<file path="config.mk">
export PLATFORM = sky130hd
export DESIGN_NAME = frame_gate
export DESIGN_NICKNAME = d
export VERILOG_FILES = /design/src/rtl/frame_gate.sv
export SDC_FILE = /design/constraint.sdc
export NUM_CORES = 1
export LEC_CHECK = 0
export CAP_MARGIN = 20
export CORE_AREA = 2 2 129 81
export CTS_BUF_LIST = sky130_fd_sc_hd__clkbuf_16
export DETAILED_ROUTE_END_ITERATION = 7
export DIE_AREA = 0 0 131 83
export PLACE_DENSITY = 0.56
export SLEW_MARGIN = 10
export SYNTH_ARGS = -nofsm -noshare
export SYNTH_HDL_FRONTEND = slang
export SYNTH_SLANG_ARGS = --single-unit
export TNS_END_PERCENT = 100
</file>
<file path="constraint.sdc">
create_clock -name clk -period 3.4 [get_ports clk]
set_input_delay 1.02 -clock clk [delete_from_list [all_inputs] [get_ports clk]]
set_output_delay 1.02 -clock clk [all_outputs]
set_load 0.005 [all_outputs]
</file>
<file path="src/rtl/frame_gate.sv">
// rtl/frame_gate.sv - drops settling samples after a ramp start, then emits exactly N samples per frame
module frame_gate #(
  parameter int N               = 1024,
  parameter int DATA_WIDTH      = 14,
  parameter int SKIP_WIDTH      = 10,
  parameter int FRAME_CNT_WIDTH = 16
) (
  input  logic                         clk,
  input  logic                         rst_n,
  input  logic                         start,
  input  logic [SKIP_WIDTH-1:0]        skip,
  input  logic                         adc_valid,
  input  logic signed [DATA_WIDTH-1:0] adc_data,
  output logic                         dvalid,
  output logic signed [DATA_WIDTH-1:0] dout,
  output logic                         frame_first,
  output logic                         frame_last,
  output logic                         busy,
  output logic                         missed,
  output logic [FRAME_CNT_WIDTH-1:0]   frame_cnt
);

  localparam int CW = (N > 1) ? $clog2(N) : 1;
  localparam logic [CW-1:0] LAST_IDX = CW'(N - 1);

  typedef enum logic [1:0] {IDLE, SKIP, EMIT} state_t;

  state_t                       r_state, w_next_state;
  logic [SKIP_WIDTH-1:0]        r_skip_rem, w_next_skip_rem;
  logic [CW-1:0]                r_emit_cnt, w_next_emit_cnt;

  // Effective frame context for this cycle: a fresh start (from IDLE or SKIP)
  // replaces the registered context so the start-cycle sample gets index 0.
  state_t                       w_cur_state;
  logic [SKIP_WIDTH-1:0]        w_cur_skip_rem;
  logic [CW-1:0]                w_cur_emit_cnt;
  logic                         w_load;
  logic                         w_emit, w_first, w_last, w_missed;

  logic                         r_dvalid, r_first, r_last, r_missed;
  logic signed [DATA_WIDTH-1:0] r_dout;
  logic [FRAME_CNT_WIDTH-1:0]   r_frame_cnt;

  // Next-state and per-sample decisions; counters only move on adc_valid.
  always_comb begin
    w_load         = start && (r_state != EMIT);
    w_cur_state    = r_state;
    w_cur_skip_rem = r_skip_rem;
    w_cur_emit_cnt = r_emit_cnt;
    if (w_load) begin
      w_cur_state    = (skip == '0) ? EMIT : SKIP;
      w_cur_skip_rem = skip;
      w_cur_emit_cnt = '0;
    end

    w_next_state    = w_cur_state;
    w_next_skip_rem = w_cur_skip_rem;
    w_next_emit_cnt = w_cur_emit_cnt;
    w_emit          = 1'b0;
    w_first         = 1'b0;
    w_last          = 1'b0;
    w_missed        = 1'b0;

    case (w_cur_state)
      SKIP: begin
        if (adc_valid) begin
          w_next_skip_rem = w_cur_skip_rem - SKIP_WIDTH'(1);
          if (w_cur_skip_rem == SKIP_WIDTH'(1)) begin
            w_next_state    = EMIT;
            w_next_emit_cnt = '0;
          end
        end
      end
      EMIT: begin
        if (adc_valid) begin
          w_emit  = 1'b1;
          w_first = (w_cur_emit_cnt == '0);
          w_last  = (w_cur_emit_cnt == LAST_IDX);
          if (w_last) begin
            w_next_emit_cnt = '0;
            // A start coinciding with the final sample opens the next frame;
            // the coincident sample itself stays with the old frame.
            if (start && r_state == EMIT) begin
              w_next_state    = (skip == '0) ? EMIT : SKIP;
              w_next_skip_rem = skip;
            end else begin
              w_next_state = IDLE;
            end
          end else begin
            w_next_emit_cnt = w_cur_emit_cnt + CW'(1);
          end
        end
      end
      default: ;
    endcase

    if (start && r_state == EMIT && !w_last) begin
      w_missed = 1'b1;
    end
  end

  // Frame state and counters.
  always_ff @(posedge clk) begin
    if (!rst_n) begin
      r_state    <= IDLE;
      r_skip_rem <= '0;
      r_emit_cnt <= '0;
    end else begin
      r_state    <= w_next_state;
      r_skip_rem <= w_next_skip_rem;
      r_emit_cnt <= w_next_emit_cnt;
    end
  end

  // One-cycle registered output stage; dout holds between valid samples.
  always_ff @(posedge clk) begin
    if (!rst_n) begin
      r_dvalid    <= 1'b0;
      r_first     <= 1'b0;
      r_last      <= 1'b0;
      r_missed    <= 1'b0;
      r_dout      <= '0;
      r_frame_cnt <= '0;
    end else begin
      r_dvalid <= w_emit;
      r_first  <= w_first;
      r_last   <= w_last;
      r_missed <= w_missed;
      if (w_emit) begin
        r_dout <= adc_data;
      end
      if (w_last) begin
        r_frame_cnt <= r_frame_cnt + FRAME_CNT_WIDTH'(1);
      end
    end
  end

  assign dvalid      = r_dvalid;
  assign dout        = r_dout;
  assign frame_first = r_first;
  assign frame_last  = r_last;
  assign missed      = r_missed;
  assign frame_cnt   = r_frame_cnt;
  assign busy        = (r_state != IDLE);

endmodule
</file>
==> metrics.cfg, run 1 <==
[setup_path]
cp-end-kind=flip-flop
r2r_start=r_state[1]
worst-setup-path-type=primary input to flip-flop
cp-start-kind=primary input
worst-r2r-setup-slack_ns=0.64
worst_setup_path_startpoint=skip[7]
cp_max_fo=4
arrival_ns=3.44
critPathRequiredTime_ns=3.59

[synth]
synth_area_leaders=dfxtp_1 34%, nand2_1 6.5%, mux2i_1 4.9%
syn_inst=416
syn_area_sq_um=3300
yosysMostFrequentCell=nand2_1
ys.warnings.count=0
synth_edf_count=0
synth_top_cell_by_area=dfxtp_1
synthArstFlopShare=0
syn_avg_cell_area_sq_um=7.93
yosysTopAreaCellShare=0.340
ys_ff_latch=56
synth_fp_nets=450
ys_seq_area_frac=0.340
yosys-top-cells-count=57 x nand2_1, 56 x dfxtp_1, 34 x nor2_1
synth_ff_type=dfxtp_1
synth_cell_type_count=65

[sta]
setup_viol=0
fin_crit_sh=0.955
maxSlewHeadroom=0.457
grt_setup_unrepaired=no
fin_crit_ns=3.25
fin_skew_ns=0.00602
tightest_slew_ns=0.794
holdWs_ns=0.454
drv_slew=0
finalSetupTns_ns=0
fmax_mhz=308
hold_viol=0

[detailed_routing]
wl_mm=11.0
drtIter0Drc=387
ant_nets=0
avgViaCountPerCell=5.46
vias=3682
dr.pass1.iters=6
drt-wirelength-per-cell_um=16.4
drc=0

[cts]
clock_path_buffers=2
postCtsHoldBufs=0
cts_buffers=5
cts_max_level=2
clk_latency_ns=0.30
cts_tree=done
cts_root_buffer=clkbuf_16
clock_sinks=56
clkTransAtPathRegs_ns=0.08

[power_and_ir_drop]
p_leak_nw=1.77
p_total_mw=1.48
power.density_nw_per_um2=310
ir_drop_v=0.000218

[floorplan]
die_w_um=131
rows=28
dieArea_sq_um=10900
core_area_sq_um=9630
initial_utilization=0.342
ioPinCount=63
die_y_um=83

[job]
max-cap-violations=0

[layout]
area_growth_pct=44.3
n_fill_cell=935
final_cells=674
antenna_cells=0
nets=572
layout-drive-gt1-share=0.195

[global_route]
grt_max_degree=46
antenna_found_initial=0
grt_overflow=0
grt_pass1_vias=3386
grt_pass1_wl_mm=17.8
grtUsageTotal=0.204

[place]
place_hpwl_mm=8.29
gp_congestion=0.895
io_buffers=62
placedCellCount=663

[run_status]
status=finished, final reports clean

[worst_hold_path]
hold_path_startpoint=dout[0]
worstHoldPathType=flip-flop to flip-flop

-- layer usage --
layer,global-route usage,vias up,share of wire
li1,-,1795,-
met1,0.329,1731,0.52
met2,0.278,145,0.40
met3,0.0425,11,0.078
met4,0.0309,0,0.0046
met5,0,-,0
-- power by group --
part / leakage, nW / internal (mW) / switching [mW]
logic: 1.26 / 0.129 / 0.134
clock network: 0.0635 / 0.272 / 0.258
registers: 0.453 / 0.668 / 0.0162
total: 1.77 / 1.07 / 0.408
-- layout make-up --
cell class,count,area [sq um],share of cell area
clock buffer,5,125,0.0263
multi-input combinational,323,2060,0.433
sequential,56,1120,0.235
timing repair buffer,141,1220,0.257
inverter,11,41.3,0.00867
clock inverter,3,18.8,0.00394
tap,135,169,0.0355
-- worst max-delay path, stage by stage --
cell             delay, ns
clkdlybuf4s15_1       0.20
nor4_2                0.35
and3_4                0.27
mux2_4                0.15
inv_1                 0.04
ha_1                  0.29
nand4b_1              0.21
a2111oi_4             0.21
buf_4                 0.19
nor3_1                0.05
o21a_1                0.20
a221o_1               0.25
-- placed cells by master (no fill, tap or decap), drive strengths merged, types with 3 or more instances in the layout --
cell,count
buf,79
nand2,57
dfxtp,56
clkdlybuf4s50,51
nor2,34
a21oi,28
nand3,19
mux2i,16
nor3,14
nand4,14
o21ai,12
nor4,12
inv,10
xor2,9
and3,8
o22ai,7
o32ai,6
ha,6
dlygate4sd2,6
a21o,5
clkbuf,5
clkdlybuf4s15,5
mux2,5
nand2b,4
and2,4
and4,4
a211oi,4
a31oi,4
a2111oi,4
or2,3
o21bai,3
xnor2,3
or4,3
o21a,3
-- path summary, 6_finish.rpt --
kind | to | cells past startpoint
setup / recovery | r_skip_rem[7] | 12
hold / removal | dout[0] | 2
setup reg to reg | r_emit_cnt[6] | 11
hold reg to reg | dout[0] | 2
-- repair_timing --
item / in CTS / in global routing
setup buffers: 2 / 1
gates resized for setup: 23 / 1
endpoints found under the hold margin: 0 / 0
setup endpoints to repair: 12 / 12
pin swaps: 7 / 1
-- cell families after synthesis --
kind of cell	count (synthesis)	share of synthesized area
AND/OR/NAND/NOR	184	0.278
AO/OA/AOI/OAI	100	0.214
flip-flops	56	0.340
buffers and inverters	37	0.0478
multiplexers	21	0.0656
XOR/XNOR	12	0.0319
adder cells (fa/ha/maj)	6	0.0228
-- per-stage QoR --
step | utilization | setup WS [ns] | cell area (sq um)
final | 0.494 | 0.153 | 4760
after CTS | 0.493 | 0.0172 | 4750
after global routing | 0.494 | 0.0230 | 4760
after global placement | 0.474 | -0.363 | 4570
after floorplan | - | -0.0507 | 3310
after detailed placement | 0.474 | -0.431 | 4570
-- flip-flops by register name, summed over array words and instances (netlist names) --
signal and count:
dout 14, dvalid 1, frame_cnt 16, frame_first 1, frame_last 1, missed 1
r_emit_cnt 10, r_skip_rem 10, r_state 2
(Power assumes the default switching activity.)
==> run 2, diff against run 1 <==
--- a/config.mk
+++ b/config.mk
@@ -6,11 +6,13 @@
 export NUM_CORES = 1
 export LEC_CHECK = 0
 export CAP_MARGIN = 20
+export CELL_PAD_IN_SITES_DETAIL_PLACEMENT = 1
+export CELL_PAD_IN_SITES_GLOBAL_PLACEMENT = 1
 export CORE_AREA = 2 2 129 81
 export CTS_BUF_LIST = sky130_fd_sc_hd__clkbuf_16
 export DETAILED_ROUTE_END_ITERATION = 7
 export DIE_AREA = 0 0 131 83
-export PLACE_DENSITY = 0.56
+export PLACE_DENSITY = 0.73
 export SLEW_MARGIN = 10
 export SYNTH_ARGS = -nofsm -noshare
 export SYNTH_HDL_FRONTEND = slang
==> run 2 against run 1 <==
Effect of this change:
- combinational power about the same
- via count is essentially flat
- sequential cell count unchanged
- fmax decreased by 1.5%
- cell area shrank 1.4%
- die area is the same
- first-iteration DRC count down 40%
- clock skew barely moved
- critical endpoint unchanged
- largest power group unchanged
==> metrics.cfg, run 2 (synthesized netlist as in run 1, its figures left out) <==
[layout]
n_fill_cell=1148  ; +23%
final_cell_mix=67 x buf_4, 57 x nand2_1, 56 x dfxtp_1
final_area_sq_um=4690  ; -1.4%
utilization=0.487  ; -0.00688
largest_reg_flops=16  ; unchanged
area_growth_pct=42.3
nets=561  ; -1.9%
layout-drive-gt1-share=0.186  ; -0.00920
antenna_cells=0  ; unchanged
layout.cells.most_common=buf_4

[global_route]
grt_pass1_wl_mm=20.5  ; +15%
grtUsageTotal=0.237  ; +0.0328
grt_overflow=0  ; unchanged
antenna_found_initial=0  ; unchanged
grt_pass1_vias=3909  ; +15%
grt_max_degree=30  ; -35%

[power_and_ir_drop]
power.density_nw_per_um2=318  ; +2.5%
ir_drop_v=0.000325  ; +49%
p_leak_nw=1.73  ; -2.2%

[place]
gp_congestion=0.887  ; -0.96%
io_buffers=62  ; unchanged
place_area_sq_um=4460  ; -2.4%
place_hpwl_mm=9.22  ; +11%

[detailed_routing]
vias=3681  ; -0.027%
dr.pass1.iters=4  ; -2
ant_nets=0  ; unchanged
drt-wirelength-per-cell_um=18.6  ; +14%
drc=0  ; unchanged
wl_mm=12.3  ; +12%
avgViaCountPerCell=5.55  ; +1.6%
drtIter0Drc=234  ; -40%

[sta]
finalSetupTns_ns=0  ; unchanged
setup_viol=0  ; unchanged
grt_setup_unrepaired=no
maxSlewHeadroom=0.370  ; -0.0876
tightest_slew_ns=0.937  ; +0.143 ns
drv_slew=0  ; unchanged
hold_viol=0  ; unchanged
fin_crit_sh=0.969  ; +0.0141
fin_crit_ns=3.29  ; +0.0478 ns
fmax_mhz=304  ; -1.5%
fin_skew_ns=0.00562  ; -0.000404 ns

[cts]
cts_max_level=2  ; unchanged
postCtsHoldBufs=0  ; unchanged
clock_path_buffers=2  ; unchanged
cts_tree=done
clock_sinks=56  ; unchanged
clk_latency_ns=0.30  ; about the same
clkTransAtPathRegs_ns=0.08  ; about the same
cts_root_buffer=clkbuf_16
cts_buffers=5  ; unchanged

[floorplan]
ioPinCount=63  ; unchanged
initial_utilization=0.342  ; unchanged
dieArea_sq_um=10900  ; unchanged
rows=28  ; unchanged
core_area_sq_um=9630  ; unchanged
die_y_um=83  ; unchanged
die_w_um=131  ; unchanged

[run_status]
status=finished, final reports clean

[setup_path]
cp_max_fo=6  ; +2
cp-start-kind=primary input
r2r-end=r_skip_rem[7]
worst-setup-path-type=primary input to flip-flop
critPathRequiredTime_ns=3.59  ; about the same
r2r_cells=11  ; unchanged
cp-end-kind=flip-flop
r2r_start=r_state[1]
arrival_ns=3.49  ; +0.05 ns
worst-r2r-setup-slack_ns=0.59  ; -0.05 ns

[worst_hold_path]
worstHoldPathType=flip-flop to flip-flop
min_to=dout[13]
hold_path_startpoint=dout[13]
hold_path_depth=2  ; unchanged

[job]
max-cap-violations=0  ; unchanged

-- run 2: per-layer routing --
layer | global-route usage | vias to the layer above | part of all wire | wire [um]
met4 | 0.0416 | 0 | 0.0062 | 77
met5 | 0 | - | 0 | 0
met2 | 0.356 | 109 | 0.43 | 5290
li1 | - | 1770 | - | -
met3 | 0.0509 | 8 | 0.074 | 919
met1 | 0.350 | 1794 | 0.49 | 6050
-- run 2: how the worst max path moves through the flow --
stage	from	endpoint	slack [ns]
after global routing	skip[8]	r_skip_rem[7]	0.01
final	skip[4]	r_skip_rem[7]	0.11
after floorplan	start	r_skip_rem[7]	-0.05
after global placement	skip[2]	r_skip_rem[7]	-0.41
after detailed placement	skip[2]	r_skip_rem[2]	-0.57
after CTS	start	r_skip_rem[7]	0.004
-- run 2: critical path, stage by stage --
cell and delay (ns):
clkdlybuf4s50_1 0.46, nor4_4 0.20, and3_4 0.25, mux2_4 0.17, inv_2 0.05, ha_4 0.21
nand4b_1 0.21, a2111oi_4 0.22, buf_4 0.20, nor3_1 0.05, o21a_1 0.19, a221o_1 0.25
-- run 2: power by group --
part / switching, mW / internal, mW
registers: 0.0166 / 0.668
logic: 0.140 / 0.122
clock network: 0.269 / 0.277
-- run 2: layout make-up --
type                       instances  area, sq um  area share
clock buffer                       5          125      0.0267
clock inverter                     3         22.5     0.00480
inverter                          11         41.3     0.00880
multi-input combinational        323         2090       0.446
sequential                        56         1120       0.239
tap                              135          169      0.0360
timing repair buffer             130         1120       0.239
-- run 2: repair_timing --
item                                    4_1_cts  5_1_grt
pin swaps                                     5        1
resized for setup                            19        4
endpoints found under the setup margin       14       11
buffers inserted                              5        0
hold endpoints to repair                      0        0
cloned                                        0        0
-- run 2: stage by stage --
stage / cells / setup WS, ns / hold slack, ns / power (mW)
2_1_floorplan: 416 / -0.0507 / 0.453 / 0.822
3_3_place_gp: 650 / -0.414 / 0.442 / 0.946
3_5_place_dp: 650 / -0.573 / 0.449 / 0.952
4_1_cts: 663 / 0.00371 / 0.460 / 1.50
5_1_grt: 663 / 0.0127 / 0.491 / 1.55
6_report: 663 / 0.106 / 0.457 / 1.49
==> run 3, diff against run 2 <==
--- a/config.mk
+++ b/config.mk
@@ -6,13 +6,13 @@
 export NUM_CORES = 1
 export LEC_CHECK = 0
 export CAP_MARGIN = 20
-export CELL_PAD_IN_SITES_DETAIL_PLACEMENT = 1
-export CELL_PAD_IN_SITES_GLOBAL_PLACEMENT = 1
-export CORE_AREA = 2 2 129 81
+export CELL_PAD_IN_SITES_DETAIL_PLACEMENT = 2
+export CELL_PAD_IN_SITES_GLOBAL_PLACEMENT = 2
+export CORE_AREA = 2 2 146 91
 export CTS_BUF_LIST = sky130_fd_sc_hd__clkbuf_16
 export DETAILED_ROUTE_END_ITERATION = 7
-export DIE_AREA = 0 0 131 83
-export PLACE_DENSITY = 0.73
+export DIE_AREA = 0 0 148 93
+export PLACE_DENSITY = 0.72
 export SLEW_MARGIN = 10
 export SYNTH_ARGS = -nofsm -noshare
 export SYNTH_HDL_FRONTEND = slang
==> run 3 against run 2 <==
Effect of this change:
- non-clock buffer count is 10 higher
- largest cell class unchanged
- cell count grew 6.8%
- critical endpoint unchanged
- global-route usage down 2.4 points
- critical path type unchanged
- fmax decreased by 0.52%
- clock skew is 0.00064 ns higher
==> metrics.cfg, run 3 (synthesized netlist as in run 1, its figures left out) <==
[detailed_routing]
dr.pass1.iters=4  ; unchanged
drc=0  ; unchanged
drt-wirelength-per-cell_um=20.2  ; +8.3%
ant_nets=0  ; unchanged
avgViaCountPerCell=5.25  ; -5.5%
wl_mm=14.3  ; +16%
drtIter0Drc=164  ; -30%
vias=3716  ; +0.95%

[run_status]
status=finished, final reports clean

[sta]
fin_skew_ns=0.00625  ; +0.000637 ns
fin_crit_ns=3.31  ; +0.0171 ns
fin_crit_sh=0.974  ; +0.00504
fmax_mhz=302  ; -0.52%
tightest_slew_ns=1.04  ; +0.104 ns
worst_slack_ns=0.0885  ; -0.0171 ns
maxSlewHeadroom=0.300  ; -0.0699
hold_viol=0  ; unchanged
drv_slew=0  ; unchanged
setup_viol=0  ; unchanged

[floorplan]
die_y_um=93  ; +12%
rows=32  ; +14%
core_area_sq_um=12500  ; +30%
die_w_um=148  ; +13%
dieArea_sq_um=13800  ; +27%
initial_utilization=0.264  ; -0.0783
ioPinCount=63  ; unchanged

[layout]
nets=571  ; +1.8%
multiInputGateArea_sq_um=2120  ; +1.4%
final_cells=708  ; +6.8%
antenna_cells=0  ; unchanged
n_fill_cell=1431  ; +25%
final_cell_mix=74 x buf_4, 56 x nand2_1, 56 x dfxtp_1
final_area_sq_um=4880  ; +4.0%
layout.cells.most_common=buf_4
area_growth_pct=48.1
regArea_sq_um=1120  ; unchanged
largest_reg_flops=16  ; unchanged
layout-drive-gt1-share=0.214  ; +0.0281

[place]
gp_congestion=0.857  ; -3.4%
placedCellCount=696  ; +7.1%
place_area_sq_um=4580  ; +2.8%
dp_slack_ns=-0.694  ; -0.122 ns
io_buffers=62  ; unchanged
place_hpwl_mm=11.0  ; +19%

[job]
max-cap-violations=0  ; unchanged

[global_route]
grt_pass1_wl_mm=23.1  ; +13%
grt_pass1_vias=4155  ; +6.3%
grt_overflow=0  ; unchanged
grt_max_degree=27  ; -10%
antenna_found_initial=0  ; unchanged
grtUsageTotal=0.213  ; -0.0239

[cts]
cts_max_level=2  ; unchanged
clkTransAtPathRegs_ns=0.08  ; about the same
cts_tree=done
cts_buffers=5  ; unchanged
cts_root_buffer=clkbuf_16
clk_latency_ns=0.30  ; about the same
clock_path_buffers=2  ; unchanged
clock_sinks=56  ; unchanged

[setup_path]
arrival_ns=3.50  ; about the same
cp-start-kind=primary input
cp-end-kind=flip-flop
critPathRequiredTime_ns=3.59  ; about the same
worst-setup-path-type=primary input to flip-flop
cp_max_fo=4  ; -2

[power_and_ir_drop]
ir_drop_v=0.000189  ; -42%
p_leak_nw=1.80  ; +3.7%
p_total_mw=1.57  ; +5.4%
power.density_nw_per_um2=322  ; +1.3%

[worst_hold_path]
worstHoldPathType=flip-flop to flip-flop

## run 3: layout make-up
cell class                 instances  share of cell area
clock buffer                       5              0.0256
clock inverter                     3             0.00871
inverter                          11             0.00846
multi-input combinational        323               0.435
sequential                        56               0.230
tap                              170              0.0436
timing repair buffer             140               0.250
## run 3: routing by layer
metal,track usage,up-vias,routed length (um),part of all wire
met5,0,-,0,0
met4,0.0222,0,51,0.0036
met3,0.0390,7,788,0.055
met2,0.346,75,6500,0.46
met1,0.305,1849,6930,0.49
li1,-,1785,-,-
## run 3: per-stage QoR
stage | hold slack, ns | TNS [ns] | utilization
after CTS | 0.467 | 0 | 0.386
after floorplan | 0.453 | -0.0507 | -
after global routing | 0.491 | -0.00110 | 0.391
after detailed placement | 0.455 | -18.11 | 0.367
after global placement | 0.443 | -14.71 | 0.367
final | 0.463 | 0 | 0.391
## run 3: critical path: stages
cell	delay (ns)
clkdlybuf4s50_1	0.53
nor2_4	0.07
and3_4	0.17
mux2_4	0.28
inv_2	0.07
ha_4	0.20
nand4b_1	0.24
a2111oi_4	0.22
buf_4	0.21
nor3_4	0.05
o21a_1	0.19
a221o_1	0.27
## run 3: what timing repair did
action / CTS / global route
hold buffers: 0 / 0
setup buffers: 3 / 1
resized for setup: 19 / 20
pin swaps: 6 / 7
endpoints found under the setup margin: 33 / 25
## run 3: power by group
part	leakage (nW)	switching, mW	total (mW)	internal (mW)
Sequential	0.453	0.0167	0.685	0.668
Combinational	1.26	0.152	0.281	0.130
Clock	0.0814	0.260	0.608	0.348
Total	1.80	0.429	1.57	1.15
## run 3: path summary, 6_finish.rpt
kind,cells past startpoint,start,end,slack [ns]
max reg2reg,11,r_state[1],r_skip_rem[7],0.53
max,12,skip[1],r_skip_rem[7],0.09
min,2,dout[4],dout[4],0.46
min reg2reg,2,dout[4],dout[4],0.46
